==> config.mk <==
export PLATFORM = sky130hd
export DESIGN_NAME = spi_slave_ctrl_fsm
export DESIGN_NICKNAME = d
export VERILOG_FILES = /design/src/rtl/spi_slave_ctrl_fsm.sv
export SDC_FILE = /design/constraint.sdc
export NUM_CORES = 1
export LEC_CHECK = 0
export CORE_MARGIN = 2
export CORE_UTILIZATION = 50
export DETAILED_ROUTE_END_ITERATION = 6
export HOLD_SLACK_MARGIN = 0.12
export PLACE_DENSITY = 0.75
export SYNTH_ARGS = -nofsm -noshare
export SYNTH_HDL_FRONTEND = slang
export SYNTH_SLANG_ARGS = --single-unit
==> constraint.sdc <==
create_clock -name clk -period 2.3 [get_ports clk]
set_input_delay 0.69 -clock clk [delete_from_list [all_inputs] [get_ports clk]]
set_output_delay 0.69 -clock clk [all_outputs]
set_load 0.01 [all_outputs]
==> src/rtl/spi_slave_ctrl_fsm.sv <==
// SPI-slave transaction sequencer: address / R-W / data framing with registered datapath strobes.
// Optional burst continuation (addr_inc, back-to-back frames) enabled by SPI_SLAVE_CTRL_BURST_EN.
module spi_slave_ctrl_fsm #(
  parameter int unsigned ADDR_WIDTH = 7,
  parameter int unsigned DATA_WIDTH = 8,
  parameter bit          CPOL       = 1'b0
) (
  input  logic clk,
  input  logic reset,
  input  logic sck,
  input  logic cs,
  input  logic mosi,
  output logic miso_en,
  output logic addr_we,
  output logic sr_we,
  output logic dm_we,
  output logic addr_inc,
  output logic busy,
  output logic abort
);

  localparam int unsigned MAX_W = (ADDR_WIDTH > DATA_WIDTH) ? ADDR_WIDTH : DATA_WIDTH;
  localparam int unsigned CNT_W = $clog2(MAX_W + 1);
  localparam logic [CNT_W-1:0] ADDR_LAST = CNT_W'(ADDR_WIDTH - 1);
  localparam logic [CNT_W-1:0] DATA_LAST = CNT_W'(DATA_WIDTH - 1);

  typedef enum logic [2:0] {
    IDLE  = 3'd0,
    ADDR  = 3'd1,
    RW    = 3'd2,
    READ  = 3'd3,
    WRITE = 3'd4,
    DONE  = 3'd5
  } state_e;

  state_e           state_q,    state_d;
  logic [CNT_W-1:0] bit_cnt_q,  bit_cnt_d;
  logic             sck_prev_q, sck_prev_d;
  logic             miso_en_q,  miso_en_d;
  logic             addr_we_q,  addr_we_d;
  logic             sr_we_q,    sr_we_d;
  logic             dm_we_q,    dm_we_d;
  logic             busy_q,     busy_d;
  logic             abort_q,    abort_d;
  logic             sample_c;
  logic             cnt_zero_c;

`ifdef SPI_SLAVE_CTRL_BURST_EN
  logic addr_inc_q, addr_inc_d;
  // sr_we for the next burst frame is deferred one cycle behind addr_inc
  logic sr_pend_q,  sr_pend_d;
`endif

  assign sample_c   = (sck != sck_prev_q) && (sck == ~CPOL);
  assign cnt_zero_c = (bit_cnt_q == '0);

  // Next-state, counter and strobe decode
  always_comb begin
    state_d    = state_q;
    bit_cnt_d  = bit_cnt_q;
    sck_prev_d = sck;
    addr_we_d  = 1'b0;
    sr_we_d    = 1'b0;
    dm_we_d    = 1'b0;
    abort_d    = 1'b0;
`ifdef SPI_SLAVE_CTRL_BURST_EN
    addr_inc_d = 1'b0;
    sr_pend_d  = 1'b0;
`endif

    if (cs) begin
      state_d = IDLE;
`ifdef SPI_SLAVE_CTRL_BURST_EN
      // A clean frame boundary in burst mode is a normal end of transfer
      abort_d = (state_q == ADDR) || (state_q == RW) ||
                (((state_q == READ) || (state_q == WRITE)) && (bit_cnt_q != DATA_LAST));
`else
      abort_d = (state_q == ADDR) || (state_q == RW) ||
                (state_q == READ) || (state_q == WRITE);
`endif
    end else begin
      unique case (state_q)
        IDLE: begin
          state_d   = ADDR;
          bit_cnt_d = ADDR_LAST;
        end
        ADDR: begin
          if (sample_c) begin
            if (cnt_zero_c) begin
              state_d   = RW;
              addr_we_d = 1'b1;
            end else begin
              bit_cnt_d = bit_cnt_q - CNT_W'(1);
            end
          end
        end
        RW: begin
          if (sample_c) begin
            bit_cnt_d = DATA_LAST;
            if (mosi) begin
              state_d = READ;
              sr_we_d = 1'b1;
            end else begin
              state_d = WRITE;
            end
          end
        end
        READ: begin
`ifdef SPI_SLAVE_CTRL_BURST_EN
          sr_we_d = sr_pend_q;
`endif
          if (sample_c) begin
            if (cnt_zero_c) begin
`ifdef SPI_SLAVE_CTRL_BURST_EN
              addr_inc_d = 1'b1;
              sr_pend_d  = 1'b1;
              bit_cnt_d  = DATA_LAST;
`else
              state_d = DONE;
`endif
            end else begin
              bit_cnt_d = bit_cnt_q - CNT_W'(1);
            end
          end
        end
        WRITE: begin
          if (sample_c) begin
            if (cnt_zero_c) begin
              dm_we_d = 1'b1;
`ifdef SPI_SLAVE_CTRL_BURST_EN
              addr_inc_d = 1'b1;
              bit_cnt_d  = DATA_LAST;
`else
              state_d = DONE;
`endif
            end else begin
              bit_cnt_d = bit_cnt_q - CNT_W'(1);
            end
          end
        end
        DONE: begin
          state_d = DONE;
        end
        default: begin
          state_d = IDLE;
        end
      endcase
    end

    miso_en_d = (state_d == READ);
    busy_d    = (state_d != IDLE);
  end

  // State and output registers
  always_ff @(posedge clk) begin
    if (reset) begin
      state_q    <= IDLE;
      bit_cnt_q  <= '0;
      sck_prev_q <= CPOL;
      miso_en_q  <= 1'b0;
      addr_we_q  <= 1'b0;
      sr_we_q    <= 1'b0;
      dm_we_q    <= 1'b0;
      busy_q     <= 1'b0;
      abort_q    <= 1'b0;
`ifdef SPI_SLAVE_CTRL_BURST_EN
      addr_inc_q <= 1'b0;
      sr_pend_q  <= 1'b0;
`endif
    end else begin
      state_q    <= state_d;
      bit_cnt_q  <= bit_cnt_d;
      sck_prev_q <= sck_prev_d;
      miso_en_q  <= miso_en_d;
      addr_we_q  <= addr_we_d;
      sr_we_q    <= sr_we_d;
      dm_we_q    <= dm_we_d;
      busy_q     <= busy_d;
      abort_q    <= abort_d;
`ifdef SPI_SLAVE_CTRL_BURST_EN
      addr_inc_q <= addr_inc_d;
      sr_pend_q  <= sr_pend_d;
`endif
    end
  end

  assign miso_en = miso_en_q;
  assign addr_we = addr_we_q;
  assign sr_we   = sr_we_q;
  assign dm_we   = dm_we_q;
  assign busy    = busy_q;
  assign abort   = abort_q;
`ifdef SPI_SLAVE_CTRL_BURST_EN
  assign addr_inc = addr_inc_q;
`else
  assign addr_inc = 1'b0;
`endif

endmodule
==> flow_summary.json <==
{
  "preCtsSetupSlack_ns": 0.168,
  "clkLatencyLatePin_ns": 0.28,
  "post-route-period-util_pct": 79.9,
  "stdcell_area_um2": 885,
  "place_hpwl_mm": 1.13,
  "area_growth_pct": 18.8,
  "post_drt_via_cell_ratio": 6.05,
  "cts_sinks": 14,
  "die_h_um": 42.6,
  "outcome": "finished clean",
  "grt_pass1_vias": 588,
  "core_area_um2": 1350,
  "initial_core_util_pct": 55.1,
  "hp-class": "reg2reg",
  "yosysUniqueCellTypes": 40,
  "detail_route.iter0.violations": 12,
  "wl_mm": 1.50,
  "crit_family": "buffers and inverters",
  "cts_max_path_buffers": 2,
  "ys.flop_type": "dfxtp_1",
  "die_x_um": 42.6,
  "yosysTopAreaCell": "dfxtp_1",
  "syn_avg_cell_area_um2": 8.97,
  "finalCoreUtilization_pct": 65.5,
  "ios": 12,
  "placed_area_um2": 862,
  "port_buffers": 10,
  "start_kind": "input port",
  "ant_nets": 0,
  "drive_gt1_share_pct": 15.8,
  "nets": 103,
  "finalCriticalPeriod_ns": 1.84,
  "grt-ovfl-total": 0,
  "vias": 666,
  "dieArea_um2": 1810,
  "finalSetupTns_ns": 0,
  "rsz0062_at_grt": "no",
  "ys_seq_area_share_pct": 37.6,
  "ir_drop_mv": 0.393,
  "wl_per_cell_um": 13.6,
  "synthCells": 83,
  "crit_chain": "clkdlybuf4s50_1, nand2b_4, maj3_2, o311ai_2, o41ai_2",
  "htree_levels": 1,
  "max_stage_delay_ns": 0.53,
  "synth_edf_count": 0,
  "grt_max_degree": 14,
  "syn_area_um2": 744,
  "final_cell_mix": "14 x dfxtp_1, 10 x clkdlybuf4s50_1, 7 x inv_1",
  "end_kind": "register",
  "hold_viol": 0,
  "gp_congestion": 0.907,
  "synth.area.top_cells": "dfxtp_1 38%, inv_1 3.5%, nor2b_1 3.4%, nand2_1 3.0%, nor2_1 3.0%",
  "antenna_found_initial": 0,
  "post_cts_resized": 0,
  "cp_data_arrival_time_ns": 2.00,
  "synth_nets": 89,
  "clkTransAtPathRegs_ns": 0.08,
  "ys_ff_latch": 14,
  "drv_cap": 0,
  "grt_usage_pct": 18.1,
  "rows": 13,
  "grt_pass1_wl_mm": 2.50,
  "whs_ns": 0.512,
  "antenna_cells": 0,
  "yosys_warnings": 0,
  "post_cts_buffers": 0,
  "cp_max_fo": 6,
  "fin_skew_ns": 0.00291,
  "p_leak_nw": 0.327,
  "cts_tree": "done",
  "setup_slack_ns": 0.463,
  "cts_root_buf": "clkbuf_4",
  "worstPathRequired_ns": 2.46,
  "path_class": "in2reg",
  "layout_commonest_cell": "dfxtp_1",
  "cts_hold_buf": 0,
  "drc": 0,
  "setup_viol": 0,
  "synthArstFlopShare_pct": 0,
  "slew_viol_final": 0,
  "power_density_nw_per_um2": 546,
  "fmax_mhz": 544,
  "cp_slowest_cell": "clkdlybuf4s50_1",
  "cp.buffers_inverters": 1,
  "drt_first_pass_iters": 4,
  "synth_top_area_share_pct": 37.6,
  "cts_made_buffers": 3
}
[report_power, final]
part           total [mW]  internal, mW  switching (mW)
Clock               0.134        0.0607          0.0734
Combinational      0.0869        0.0402          0.0467
Sequential          0.262         0.251          0.0111
[cell families (layout without fill, tap and decap cells)]
family	after synthesis	after routing	synth area share, %
buf+inv	12	24	7.73
mux	1	1	1.34
other cells	1	1	0.504
fa+ha+maj	2	2	3.19
simple gates	30	30	23.5
xor+xnor	1	1	1.18
compound gates	22	22	24.9
flops	14	14	37.6
[sequential cells by signal, indices dropped and copies added (netlist names)]
signal      count
abort           1
sr_we           1
sck_prev_q      1
dm_we           1
miso_en         1
state_q         3
addr_we         1
busy            1
bit_cnt_q       4
[final cells by class]
| cell class | count | area [µm²] |
|---|---|---|
| inverter | 7 | 26.3 |
| timing repair buffer | 14 | 130 |
| clock buffer | 3 | 22.5 |
| sequential | 14 | 280 |
| tap | 15 | 18.8 |
| multi-input combinational | 57 | 407 |
| fill | 113 | 465 |
[final timing paths]
| kind | endpoint | slack (ns) | from | cells after the start |
|---|---|---|---|---|
| hold / removal | bit_cnt_q[1] | 0.51 | bit_cnt_q[1] | 2 |
| setup / recovery | bit_cnt_q[2] | 0.46 | sck | 5 |
| setup reg to reg | state_q[0] | 0.69 | bit_cnt_q[0] | 6 |
| hold reg to reg | bit_cnt_q[1] | 0.51 | bit_cnt_q[1] | 2 |
[metrics by stage]
| stage | std cells | power, mW |
|---|---|---|
| after global routing | 110 | 0.508 |
| after global placement | 107 | 0.350 |
| final | 110 | 0.483 |
| after CTS | 110 | 0.488 |
| after floorplan | 83 | 0.323 |
| after detailed placement | 107 | 0.353 |
[routing by layer]
layer / global-route usage, % / up-vias / wire length (µm)
li1: - / 330 / -
met4: 5.63 / 0 / 8
met1: 24.2 / 308 / 727
met5: 0 / - / 0
met3: 6.90 / 2 / 119
met2: 26.8 / 26 / 643
[synthesized netlist by cell type (2+ instances only)]
| cell | instances |
|---|---|
| clkbuf_1 | 2 |
| a31oi_1 | 3 |
| nand2_1 | 6 |
| o21ai_0 | 2 |
| nand3_1 | 2 |
| dfxtp_1 | 14 |
| nor3_1 | 2 |
| nor2b_1 | 4 |
| a21oi_1 | 2 |
| inv_1 | 7 |
| o2111a_1 | 2 |
| nor2_1 | 6 |
| o221ai_1 | 2 |
| nor4_1 | 3 |
[worst reg2reg max path, delay by kind of cell, from the launching register on]
kind | cells | cell delay, ns
buffers and inverters | 1 | 0.09
adders and majority gates | 1 | 0.20
and+or+nand+nor | 2 | 0.45
AOI/OAI and AO/OA | 2 | 0.46
DFF | 1 | 0.35
No activity file was read; power rests on OpenSTA's default activity.
